$ cat src/rtl/instr_fetch_queue.sv
// rtl/instr_fetch_queue.sv - instruction fetch queue: 1-cycle memory read, DEPTH-entry FIFO, valid/ready to decode
// Optional feature macro: IFQ_STALL_CNT_EN (adds stall_cnt output counting back-pressured fetch requests)
module instr_fetch_queue #(
  parameter int AWIDTH = 6,
  parameter int RWIDTH = 32,
  parameter int DEPTH  = 4
) (
  input  logic              clk,
  input  logic              rst_n,
  input  logic [AWIDTH-1:0] addr_in,
  input  logic              addr_valid,
  output logic              addr_ready,
  input  logic              flush,
  output logic              mem_en,
  output logic [AWIDTH-1:0] mem_addr,
  input  logic [RWIDTH-1:0] mem_rdata,
`ifdef IFQ_STALL_CNT_EN
  output logic [15:0]       stall_cnt,
`endif
  output logic              instr_valid,
  input  logic              instr_ready,
  output logic [RWIDTH-1:0] instr,
  output logic [AWIDTH-1:0] instr_addr
);

  localparam int PW = $clog2(DEPTH);
  localparam int CW = PW + 1;

  logic [PW-1:0]     wr_ptr;
  logic [PW-1:0]     rd_ptr;
  logic [CW-1:0]     count;
  logic              inflight;
  logic [AWIDTH-1:0] inflight_addr;
  logic [RWIDTH-1:0] data_mem [DEPTH];
  logic [AWIDTH-1:0] addr_mem [DEPTH];
  logic [RWIDTH-1:0] last_instr;
  logic [AWIDTH-1:0] last_addr;
  logic [CW:0]       credit_used;
  logic              accept;
  logic              push;
  logic              pop;

  // Queued entries plus the read still in flight must leave room, so a returning word always has a slot.
  assign credit_used = {1'b0, count} + {{CW{1'b0}}, inflight};
  assign addr_ready  = !flush && (credit_used < (CW+1)'(DEPTH));
  assign accept      = addr_valid && addr_ready;
  assign mem_en      = accept;
  assign mem_addr    = addr_in;

  // A flush drops the word returning this cycle and ignores any pop, since the queue is cleared anyway.
  assign push        = inflight && !flush;
  assign instr_valid = (count != '0);
  assign pop         = instr_valid && instr_ready && !flush;

  // When empty the outputs keep the last head seen, so decode never sees stale slot contents or X.
  assign instr       = instr_valid ? data_mem[rd_ptr] : last_instr;
  assign instr_addr  = instr_valid ? addr_mem[rd_ptr] : last_addr;

  // Track the single outstanding memory read and the address it was issued for.
  always_ff @(posedge clk or negedge rst_n) begin
    if (!rst_n) begin
      inflight      <= 1'b0;
      inflight_addr <= '0;
    end else begin
      inflight      <= accept;
      inflight_addr <= addr_in;
    end
  end

  // Queue pointers and occupancy; push and pop in the same cycle leave count unchanged.
  always_ff @(posedge clk or negedge rst_n) begin
    if (!rst_n) begin
      wr_ptr <= '0;
      rd_ptr <= '0;
      count  <= '0;
    end else if (flush) begin
      wr_ptr <= '0;
      rd_ptr <= '0;
      count  <= '0;
    end else begin
      wr_ptr <= wr_ptr + PW'(push);
      rd_ptr <= rd_ptr + PW'(pop);
      count  <= count + CW'(push) - CW'(pop);
    end
  end

  // Entry storage: returning word is written at the tail together with its fetch address.
  always_ff @(posedge clk) begin
    if (push) begin
      data_mem[wr_ptr] <= mem_rdata;
      addr_mem[wr_ptr] <= inflight_addr;
    end
  end

  // Remember the current head every cycle the queue is non-empty, to present it once the queue drains.
  always_ff @(posedge clk or negedge rst_n) begin
    if (!rst_n) begin
      last_instr <= '0;
      last_addr  <= '0;
    end else if (instr_valid) begin
      last_instr <= data_mem[rd_ptr];
      last_addr  <= addr_mem[rd_ptr];
    end
  end

`ifdef IFQ_STALL_CNT_EN
  // Count cycles where the PC block wanted to fetch but had no credit; saturating, cleared on redirect.
  always_ff @(posedge clk or negedge rst_n) begin
    if (!rst_n) begin
      stall_cnt <= '0;
    end else if (flush) begin
      stall_cnt <= '0;
    end else if (addr_valid && !addr_ready && (stall_cnt != 16'hFFFF)) begin
      stall_cnt <= stall_cnt + 16'd1;
    end
  end
`endif

endmodule

$ cat config.mk
export PLATFORM = sky130hd
export DESIGN_NAME = instr_fetch_queue
export DESIGN_NICKNAME = d
export VERILOG_FILES = /design/src/rtl/instr_fetch_queue.sv
export SDC_FILE = /design/constraint.sdc
export NUM_CORES = 1
export LEC_CHECK = 0
export CORE_ASPECT_RATIO = 0.5
export CORE_UTILIZATION = 30
export CTS_BUF_LIST = sky130_fd_sc_hd__clkbuf_16
export DETAILED_ROUTE_END_ITERATION = 10
export PLACE_DENSITY_LB_ADDON = 0.2
export SYNTH_ARGS = -nofsm -noshare
export SYNTH_HDL_FRONTEND = slang
export SYNTH_SLANG_ARGS = --single-unit
$ cat constraint.sdc
create_clock -name clk -period 4.4 [get_ports clk]
set_input_delay 0.88 -clock clk [delete_from_list [all_inputs] [get_ports clk]]
set_output_delay 0.88 -clock clk [all_outputs]
set_load 0.005 [all_outputs]
==> run metrics <==
Critical Path RT 3.52 ns; CTS clk-pin slew, worst paths 0.06 ns; Antenna Cells 0; Longest Clk Path Bufs 3; Post-CTS Setup Inserts 0; Syn Nets roughly 380; RSZ-0062 raised after global routing false; reg2reg start count[1]; final setup violation count 0; Rows 40; DP Wirelength 8430 um; Post-Syn Instances 332; clk root buf clkbuf_16; utilization after layout 0.389; Die Footprint around 26000 um^2; status finished clean; filler instances 2242; layout cell share with drive strength beyond 1 0.276; fin. max-slew vios 0; Power Dens Cells 575 nW/um^2; CTS tree built; largest net degree at the start of global routing 39; Distinct cells, synth 22; Placer Congestion 0.689; aggregate global-route resource usage 0.114; H-tree level count 1; syn avg cell area 22.7 um^2; grt ovf 0; sequential share of the synthesized area 0.779; Core Area 24300 um^2; chip width around 230 um; IO Pins 90; total number of vias 3371; vias in the first global route 3594; CTS Buf Count 20; worst min path class input port to async pin; main flop type after synthesis edfxtp_1; Hold Fails Final Rpt 0; crit path launch rd_ptr[0]; first-pass GRT wire length 21900 um; Synth area leaders edfxtp_1, dfrtp_1, mux4_2; period utilization 0.813; Slew Limit Headroom 0.560; final wirelength 14100 um; post-CTS resize count 0; clk sink count 204; critical path arrival ~2.7 ns; drt first pass iters 3; Worst Tran Pin Value 0.660 ns; FMAX 280 MHz; Max-Cap Viols 0; crit start category register; antenna viol nets, final 0; FFs w/ async S/R, synth 0.255; synth warn 0; initial antenna violation count 0; CP Capture Type output pin; FF+latch count, synth around 200; Post-Syn Area 7530 um^2; Setup Total Neg Slack 0 ns; worst vdd ir 0.289 mV; initial DRC count 137; Initial Util 0.310; critical path type register to output pin; I/O Buffers 89; Clock Skew 0.0113 ns; Clock Latency Late Sink about 0.48 ns; dominant cell type by area after synthesis edfxtp_1; Nets approximately 490; Worst Path Max Fanout 31; leakage 3.21 nW; post-synth top area share 0.606; min cycle time layout 3.58 ns; DRC Markers 0; cts hold-fix bufs 0; Area growth, synth to finish 25.4%; Die Y-Extent 114 um; count of flip-flops with a built-in enable after synthesis 152; vias per cell 4.29; per-cell routed wire length 17.9 um
==> critical path, cell delays in order (launching register included) <==
cell             delay [ns]
dfrtp_2                0.56
buf_12                 0.32
mux4_2                 0.56
mux2_2                 0.29
clkdlybuf4s50_1        0.46
==> synth_stat cells, drive strengths merged (2+ instances only) <==
library cell / number
clkbuf: 3
xnor2: 3
edfxtp: 152
dfrtp: 52
ha: 5
nor2b: 4
nor3: 2
mux2: 38
buf: 16
inv: 4
mux4: 38
nor2: 6
nor3b: 3
==> flip-flops by register name, summed over array words and instances, names as in the netlist <==
register	flops
addr_mem	24
count	3
data_mem	128
inflight	1
inflight_addr	6
last_addr	6
last_instr	32
rd_ptr	2
wr_ptr	2
==> worst paths after layout <==
| path | end | slack, ns | depth (start not counted) |
|---|---|---|---|
| min in group clk | last_instr[21] | 0.49 | 1 |
| worst min-delay path | inflight_addr[5] | 0.41 | 1 |
| max in group asynchronous | rd_ptr[1] | 3.10 | 2 |
| worst max register to register | count[2] | 1.93 | 10 |
| worst min register to register | last_instr[21] | 0.49 | 1 |
| worst max-delay path | instr[7] | 0.82 | 4 |
==> stage by stage <==
stage / power, mW / hold WS (ns) / cell area, um^2 / setup WS (ns) / instances
2_1_floorplan: 3.12 / 0.455 / 7540 / 0.135 / 332
3_3_place_gp: 3.90 / 0.476 / 8830 / 1.20 / 750
3_5_place_dp: 3.91 / 0.483 / 8830 / 1.15 / 750
4_1_cts: 5.53 / 0.431 / 9450 / 0.747 / 786
5_1_grt: 5.71 / 0.465 / 9450 / 0.675 / 786
6_report: 5.43 / 0.412 / 9450 / 0.822 / 786
==> cells by family (layout without fill, tap and decap cells) <==
logic type,count (synthesis),after routing,synth area share
buffers and inverters,23,141,0.0209
adders and majority gates,6,6,0.0110
xor gates and xnor gates,3,3,0.00349
AOI/OAI and AO/OA,1,1,0.000997
and+or+nand+nor,18,18,0.0133
muxes,77,77,0.172
DFF,204,204,0.779
==> power by group <==
group          internal (mW)  switching (mW)
clock                  0.921           0.682
combinational          0.908           0.547
sequential              2.30          0.0728
==> layout make-up <==
cell class | count | area, um^2 | area share
Timing Repair Buffer | 101 | 988 | 0.105
Multi-Input combinational cell | 105 | 1540 | 0.163
Inverter | 4 | 15.0 | 0.00159
Clock inverter | 15 | 92.6 | 0.00980
Tap cell | 336 | 420 | 0.0445
Sequential cell | 204 | 5870 | 0.621
Clock buffer | 21 | 526 | 0.0556
==> layout by cell type, fill, tap and decap left out <==
| cell type | netlist | final |
|---|---|---|
| nand2_1 | 1 | 1 |
| and3_2 | 0 | 1 |
| clkinv_1 | 0 | 2 |
| mux2i_1 | 1 | 1 |
| ha_1 | 5 | 5 |
| nor3b_1 | 3 | 2 |
| clkinvlp_4 | 0 | 1 |
| nor2_4 | 0 | 1 |
| mux4_2 | 38 | 38 |
| buf_4 | 6 | 11 |
| edfxtp_1 | 152 | 152 |
| fa_1 | 1 | 1 |
| nor3_2 | 0 | 2 |
| and4b_1 | 1 | 1 |
| o211ai_1 | 1 | 1 |
| nor2b_1 | 4 | 4 |
| dfrtp_1 | 52 | 50 |
| clkinv_2 | 0 | 5 |
| mux2_2 | 38 | 38 |
| inv_1 | 4 | 10 |
| clkbuf_16 | 0 | 21 |
| buf_12 | 2 | 1 |
| xnor2_1 | 3 | 3 |
| dfrtp_2 | 0 | 2 |
| nor3b_4 | 0 | 1 |
| bufinv_16 | 0 | 1 |
| buf_2 | 7 | 1 |
| clkdlybuf4s50_1 | 0 | 88 |
| nor2_1 | 6 | 5 |
==> metal layers <==
| metal | vias up | global-route usage | part of all wire |
|---|---|---|---|
| li1 | 1524 | - | - |
| met1 | 1785 | 0.159 | 0.47 |
| met2 | 41 | 0.184 | 0.49 |
| met3 | 21 | 0.0205 | 0.023 |
| met4 | 0 | 0.0320 | 0.022 |
| met5 | - | 0 | 0 |
Power figures use the tool's default switching activity.
